**src/rtl/axis_rotate_pkg.sv**
```systemverilog
// Shared tuser field layout and rotate-direction constants for axis_rotate / axis_unrotate.
// Also holds the state type of the output buffer used by axis_unrotate.
package axis_rotate_pkg;

    localparam int unsigned SHIFT_LSB = 0;
    localparam logic        DIR_LEFT  = 1'b0;
    localparam logic        DIR_RIGHT = 1'b1;

    typedef enum logic [1:0] {
        SKID_EMPTY,
        SKID_BUSY,
        SKID_FULL
    } skid_state_t;

    function automatic int unsigned shift_bits(input int unsigned data_width);
        return $clog2(data_width / 8);
    endfunction

    function automatic int unsigned dir_bit(input int unsigned data_width);
        return SHIFT_LSB + shift_bits(data_width);
    endfunction

    // Source byte feeding output byte dst when undoing an upstream rotation of n bytes.
    function automatic int unsigned src_byte(input int unsigned dst, input int unsigned n,
                                             input int unsigned bytes, input logic dir);
        int unsigned m;
        m = n % bytes;
        if (dir == DIR_RIGHT)
            return (dst + bytes - m) % bytes;
        return (dst + m) % bytes;
    endfunction

endpackage

```
**src/rtl/axis_skid_buffer.sv**
```systemverilog
// One-cycle registered AXI-Stream stage carrying an opaque payload.
// AXIS_UNROTATE_SKID_EN selects a 2-entry skid buffer with registered s_ready.
module axis_skid_buffer
    import axis_rotate_pkg::*;
#(
    parameter int unsigned WIDTH = 8
) (
    input  logic             aclk,
    input  logic             areset,
    input  logic [WIDTH-1:0] s_data,
    input  logic             s_valid,
    output logic             s_ready,
    output logic [WIDTH-1:0] m_data,
    output logic             m_valid,
    input  logic             m_ready
);

    skid_state_t      state;
    skid_state_t      state_next;
    logic [WIDTH-1:0] out_q;
    logic             load_out;

    always_ff @(posedge aclk) begin
        if (areset)
            state <= SKID_EMPTY;
        else
            state <= state_next;
    end

`ifdef AXIS_UNROTATE_SKID_EN
    logic [WIDTH-1:0] skid_q;
    logic             load_skid;
    logic             out_from_skid;

    // s_ready depends only on state, so FULL is entered rather than back-pressuring.
    always_comb begin
        state_next    = state;
        load_out      = 1'b0;
        load_skid     = 1'b0;
        out_from_skid = 1'b0;
        unique case (state)
            SKID_EMPTY: begin
                if (s_valid) begin
                    state_next = SKID_BUSY;
                    load_out   = 1'b1;
                end
            end
            SKID_BUSY: begin
                if (s_valid && !m_ready) begin
                    state_next = SKID_FULL;
                    load_skid  = 1'b1;
                end else if (s_valid) begin
                    load_out = 1'b1;
                end else if (m_ready) begin
                    state_next = SKID_EMPTY;
                end
            end
            SKID_FULL: begin
                if (m_ready) begin
                    state_next    = SKID_BUSY;
                    load_out      = 1'b1;
                    out_from_skid = 1'b1;
                end
            end
            default: state_next = SKID_EMPTY;
        endcase
    end

    always_comb begin
        s_ready = !areset && (state != SKID_FULL);
        m_valid = !areset && (state != SKID_EMPTY);
    end

    always_ff @(posedge aclk) begin
        if (areset) begin
            out_q  <= '0;
            skid_q <= '0;
        end else begin
            if (load_skid)
                skid_q <= s_data;
            if (load_out)
                out_q <= out_from_skid ? skid_q : s_data;
        end
    end
`else
    always_comb begin
        state_next = state;
        load_out   = 1'b0;
        case (state)
            SKID_EMPTY: begin
                if (s_valid) begin
                    state_next = SKID_BUSY;
                    load_out   = 1'b1;
                end
            end
            SKID_BUSY: begin
                if (m_ready) begin
                    if (s_valid)
                        load_out = 1'b1;
                    else
                        state_next = SKID_EMPTY;
                end
            end
            default: state_next = SKID_EMPTY;
        endcase
    end

    always_comb begin
        m_valid = !areset && (state == SKID_BUSY);
        s_ready = !areset && ((state != SKID_BUSY) || m_ready);
    end

    always_ff @(posedge aclk) begin
        if (areset)
            out_q <= '0;
        else if (load_out)
            out_q <= s_data;
    end
`endif

    always_comb begin
        m_data = areset ? '0 : out_q;
    end

endmodule

```
**src/rtl/axis_unrotate.sv**
```systemverilog
// Undoes the byte rotation applied by axis_rotate, using the rotate command carried in tuser.
// Build option: AXIS_UNROTATE_SKID_EN selects the 2-entry skid output buffer.
module axis_unrotate
    import axis_rotate_pkg::*;
#(
    parameter int unsigned DATA_WIDTH = 64,
    parameter int unsigned USER_WIDTH = 64
) (
    input  logic                    aclk,
    input  logic                    areset,
    input  logic [DATA_WIDTH-1:0]   s_axis_tdata,
    input  logic [USER_WIDTH-1:0]   s_axis_tuser,
    input  logic                    s_axis_tvalid,
    output logic                    s_axis_tready,
    input  logic                    s_axis_tlast,
    input  logic [DATA_WIDTH/8-1:0] s_axis_tkeep,
    output logic [DATA_WIDTH-1:0]   m_axis_tdata,
    output logic [USER_WIDTH-1:0]   m_axis_tuser,
    output logic                    m_axis_tvalid,
    input  logic                    m_axis_tready,
    output logic                    m_axis_tlast,
    output logic [DATA_WIDTH/8-1:0] m_axis_tkeep
);

    localparam int unsigned BYTES      = DATA_WIDTH / 8;
    localparam int unsigned SHIFT_BITS = shift_bits(DATA_WIDTH);
    localparam int unsigned DIR_BIT    = dir_bit(DATA_WIDTH);
    localparam int unsigned PAYLOAD_W  = USER_WIDTH + 1 + BYTES + DATA_WIDTH;

    logic [SHIFT_BITS-1:0] shift_n;
    logic                  dir;
    logic [DATA_WIDTH-1:0] rot_data;
    logic [BYTES-1:0]      rot_keep;
    logic [PAYLOAD_W-1:0]  s_payload;
    logic [PAYLOAD_W-1:0]  m_payload;

    assign shift_n = s_axis_tuser[SHIFT_LSB +: SHIFT_BITS];
    assign dir     = s_axis_tuser[DIR_BIT];

    // keep bit i travels with data byte i
    always_comb begin
        rot_data = '0;
        rot_keep = '0;
        for (int unsigned i = 0; i < BYTES; i++) begin
            rot_data[8*i +: 8] = s_axis_tdata[8*src_byte(i, 32'(shift_n), BYTES, dir) +: 8];
            rot_keep[i]        = s_axis_tkeep[src_byte(i, 32'(shift_n), BYTES, dir)];
        end
    end

    assign s_payload = {s_axis_tuser, s_axis_tlast, rot_keep, rot_data};

    axis_skid_buffer #(
        .WIDTH (PAYLOAD_W)
    ) u_skid (
        .aclk    (aclk),
        .areset  (areset),
        .s_data  (s_payload),
        .s_valid (s_axis_tvalid),
        .s_ready (s_axis_tready),
        .m_data  (m_payload),
        .m_valid (m_axis_tvalid),
        .m_ready (m_axis_tready)
    );

    assign {m_axis_tuser, m_axis_tlast, m_axis_tkeep, m_axis_tdata} = m_payload;

endmodule

```
**config.mk**
```make
export PLATFORM = sky130hd
export DESIGN_NAME = axis_unrotate
export DESIGN_NICKNAME = d
export VERILOG_FILES = /design/src/rtl/axis_rotate_pkg.sv /design/src/rtl/axis_skid_buffer.sv /design/src/rtl/axis_unrotate.sv
export SDC_FILE = /design/constraint.sdc
export NUM_CORES = 1
export LEC_CHECK = 0
export CAP_MARGIN = 20
export CORE_AREA = 2 2 132 134
export CTS_CLUSTER_SIZE = 16
export DETAILED_ROUTE_END_ITERATION = 8
export DIE_AREA = 0 0 134 136
export DONT_BUFFER_PORTS = 1
export MAX_ROUTING_LAYER = met4
export PLACE_DENSITY = 0.75
export RECOVER_POWER = 100
export SLEW_MARGIN = 25
export SYNTH_ARGS = -nofsm -noshare
export SYNTH_HDL_FRONTEND = slang
export SYNTH_HIERARCHICAL = 1
export SYNTH_SLANG_ARGS = --single-unit
```
**constraint.sdc**
```tcl
create_clock -name aclk -period 8.15 [get_ports aclk]
set_clock_uncertainty 0.2 [all_clocks]
set_input_delay 1.63 -clock aclk [delete_from_list [all_inputs] [get_ports aclk]]
set_output_delay 1.63 -clock aclk [all_outputs]
set_load 0.05 [all_outputs]
```
* Yosys cells after proc, flatten, opt, wreduce, memory -nomap -nowiden
Index checks and enable logic that the tools add are counted.
** Operators by class
- Bitwise gates (word level) :: 0
- Shift operators :: 8
- Equal/unequal tests :: 5
- Reductions and logical operators :: 6
- Mux-type cells :: 41
- Add/subtract/negate cells :: 15
- Divide/modulo/power cells :: 0
- $mul :: 0
- $lt $le $gt $ge :: 8
** Operators by type and width (number)
- $shiftx 64x33->8 :: 8
- $lt 32x4->1 const B :: 8
- $mux 32 :: 5
- $mux 137 :: 1
- $mux 3 :: 11
- $bmux 1 s3 :: 8
- $add 3x3->3 const A :: 4
- $sub 3x3->3 const A :: 4
- $mux 1 :: 11
- $add 2x3->3 const A :: 2
- $mux 2 :: 3
- $ne 2x2->1 const B :: 3
- $sub 1x3->3 const A :: 2
- $sub 2x3->3 const A :: 2
- $pmux 2 s2 :: 1
- $add 1x3->3 const A :: 1
- $reduce_and 3->1 :: 1
- $eq 2x1->1 const B :: 1
- $logic_and 1x1->1 :: 2
- $logic_not 2->1 :: 1
- $ne 2x1->1 const B :: 1
- $pmux 1 s2 :: 1
- $logic_not 1->1 :: 1
- $logic_or 1x1->1 :: 1
** Storage, ports and cells
- Bits of input ports :: 141
- Memories kept :: 0
- Latch bits :: 0
- RAM bits :: 0
- Register bits :: 139
- ROM bits :: 0
- Output and inout bits :: 139
- Word-level logic and storage cells :: 85

* Depth between registers and ports, before layout
- Word-level depth :: 5
- Mapped depth :: 12
- Gate-level depth less buffers :: 8

* Modules after synthesis
The synthesis kept the hierarchy.
** By module, submodules not included
- axis_skid_buffer :: sequential area each 2762.6 um2, area each 7028.0 um2, cells an instance 601, instances 1
- axis_unrotate :: sequential area each 0.0 um2, area each 2876.5 um2, cells an instance 373, instances 1

* Worst setup path before layout
No wires, ideal clock.
- Kind :: input to output
- From :: input areset
- To :: output m_axis_tdata[40]
- Buffers on the path :: 3
- Data required time :: 6.320 ns
- Setup slack :: 3.506 ns
- Stages on the path :: 4
- Data arrival time :: 2.814 ns
- Cells stage by stage :: buf_4 -> buf_4 -> buf_2 -> nor2b_1
** On the way
- Word-level cells in the longest chain between the ends :: 1
** Ends and longest elaborated chain
- from (decl) :: RTL line axis_unrotate.sv:10 : input logic areset,
- $mux 137 :: RTL line axis_skid_buffer.sv:122 : m_data = areset ? '0 : out_q;
- to (decl) :: RTL line axis_unrotate.sv:17 : output logic [DATA_WIDTH-1:0] m_axis_tdata,
Every way passes these cells.

* Final worst setup path
- From :: input areset
- To :: output m_axis_tdata[51]
Same word-level chain as after synthesis.

==> results.toml <==
[sta]
setup_ws_ps = 3530
rsz0062_at_grt = "false"
finalCritPeriodShare_pct = 56.7
whs_ps = 403
tightest_slew_ps = 2350
finalHoldViolCount = 0
finalSetupViolations = 0
setup_tns_ps = 0
final_max_slew_viol_count = 24
layout_min_cycle_time_ps = 4630
relSlewSlack_pct = -56.7
fmax_ghz = 0.216

[worst_setup_path]
r2r-start = "u_skid/state[0]"
cp-start-kind = "input pin"
required_ps = 6320
cp_cell_sequence = "nor2b_1 > clkbuf_1"
path_max_fanout = 277
cpLargestDelayFamily = "buffers and inverters"
critPathMaxStageDelay_ps = 590
reg2reg_depth = 4
crit_slowest_cell = "clkbuf_1"
worstSetupPathType = "input pin to primary output"
cp-end-kind = "primary output"
cp.depth = 2
crit_buf_inv = 1
arrival_ps = 2800
cp-startpoint = "areset"

[placed_design]
dpl.cell_count = 1158
place_worst_setup_slack_ps = 3830
gp_congestion = 0.874
placed_area_um2 = 9860
io_buffers = 0
post-dp-hpwl_um = 16600

[pwr]
irDropWorstVdd_mv = 0.153
powerDensity_nw_per_um2 = 208
p_leak_nw = 4.20

[clock_network]
cts_hold_buf = 0
cts.sinks = 138
cts_buffer_depth = 2
clk_pin_slew_ps = 60
clock_latency_ps = 410
tritoncts = "done"
cts_max_level = 4
cts_buffers = 17
post_cts_buffers = 0
clockRootBuffer = "clkbuf_16"
cts_resized = 0

[global_route]
grtUsageTotal_pct = 25.6
grt_pass1_vias = 6413
grt_overflow = 0
antenna_found_initial = 1
grt_max_degree = 278
grt_pass1_wl_um = 35000

[final_layout]
syn_to_final_growth_pct = -0.834
final_cell_mix = "nor2b_1 (248), dfxtp_1 (138), mux2_1 (112)"
layout_commonest_cell = "nor2b_1"
nets = 1095
nFillCells = 1571
drive_gt1_share_pct = 11.7
final_area_um2 = 9820
seqCellArea_um2 = 2760
multi_input_area_um2 = 5910
fin_cells = 1190

[synth]
yosys_warnings = 6
synthTopCellsByArea = "dfxtp_1 (28%), mux2_4 (20%), nor2b_1 (16%)"
syn_inst = 974
yosysUniqueCellTypes = 28
synth_flop_cell = "dfxtp_1"
synth_seq_cells = 138
yosys.area.top_type = "dfxtp_1"
synth_edf_count = 0
synth_nets = 1117
synth_area_um2 = 9900
yosysTopAreaCellShare_pct = 27.9
async_flop_share_pct = 0
avgSynthCellArea_um2 = 10.2
synth.yosys.seq_area_share_pct = 27.9

[route]
drt_wl_total_um = 23000
dr_total_vias = 6651
dr.pass1.iters = 6
met1_length_um = 10300
wl_met2_um = 10200
routedWlPerCell_um = 19.3
dr.max_layer_used = "met4"
drc_errors = 0
ant_nets = 0
drt-initial-drc-count = 466
routed_via_density = 5.59
wl_met3_um = 2110

[job]
maxCapViolCount = 1

[status]
violations = "max-capacitance violations, max-slew violations"
outcome = "finished with violations"

[floorplanning]
row_count = 48
coreArea_um2 = 16900
fp.dieArea_um2 = 18200
initial_utilization_pct = 58.7
fp.dieW_um = 134
ios = 280
die_y_um = 136

[min_path]
hold_path_startpoint = "u_skid/out_q[58]"
hp-class = "flip-flop to flip-flop"
min_path_cells = 2
## flip-flops by register name (all words and copies together), names as in the netlist
register / count
u_skid/state: 1
u_skid/out_q: 137
## power breakdown
part	switching (mW)	total [mW]	internal, mW
Combinational	0.354	0.571	0.216
Clock	0.305	0.725	0.420
Sequential	0.0109	0.747	0.736
## worst reg2reg max path, stage by stage, from the launching register on
cell and delay [ps]:
dfxtp_1 310, nor2b_1 150, nor2b_1 1740, buf_12 590, mux2_1 480
## cell usage after synthesis (16+ instances only)
master / n
a21oi_1: 40
and2b_1: 30
buf_2: 42
dfxtp_1: 138
inv_1: 38
mux2_2: 23
mux2_4: 131
mux2i_1: 74
mux4_2: 26
nand2_1: 56
nor2_1: 24
nor2b_1: 246
nor3_1: 32
o21ai_0: 16
## final timing paths
| check | endpoint | slack [ps] |
|---|---|---|
| max | m_axis_tdata[51] | 3530 |
| min | u_skid/out_q[58] | 400 |
| max reg2reg | u_skid/out_q[82] | 4560 |
| min reg2reg | u_skid/out_q[58] | 400 |
## cell type report
type,instances,share of cell area (%)
tap,225,2.87
multi-input combinational,721,60.2
timing repair buffer,36,1.69
inverter,38,1.45
sequential,138,28.1
clock inverter,13,1.25
clock buffer,18,4.37
antenna,1,0.0255
## metrics by stage
step	total power [mW]	utilization (%)
floorplan	1.34	-
global placement	1.39	58.4
detailed placement	1.40	58.5
CTS	2.12	61.7
global route	2.13	58.2
finish	2.04	58.2
## layer usage
metal | track usage [%] | vias to the layer above
li1 | - | 3231
met1 | 33.3 | 3108
met2 | 37.7 | 292
met3 | 7.87 | 20
met4 | 8.63 | 0
met5 | - | -
## logic make-up (layout without fill, tap and decap cells)
logic type	after synthesis	count (layout)	synth area share, %
and+or+nand+nor	398	398	23.2
muxes	259	259	37.0
DFF	138	138	27.9
buffers and inverters	115	105	7.91
AOI/OAI and AO/OA	56	56	2.83
xor gates and xnor gates	6	6	0.910
adders and majority gates	2	2	0.253
other	0	1	0
(Power assumes the default switching activity.)
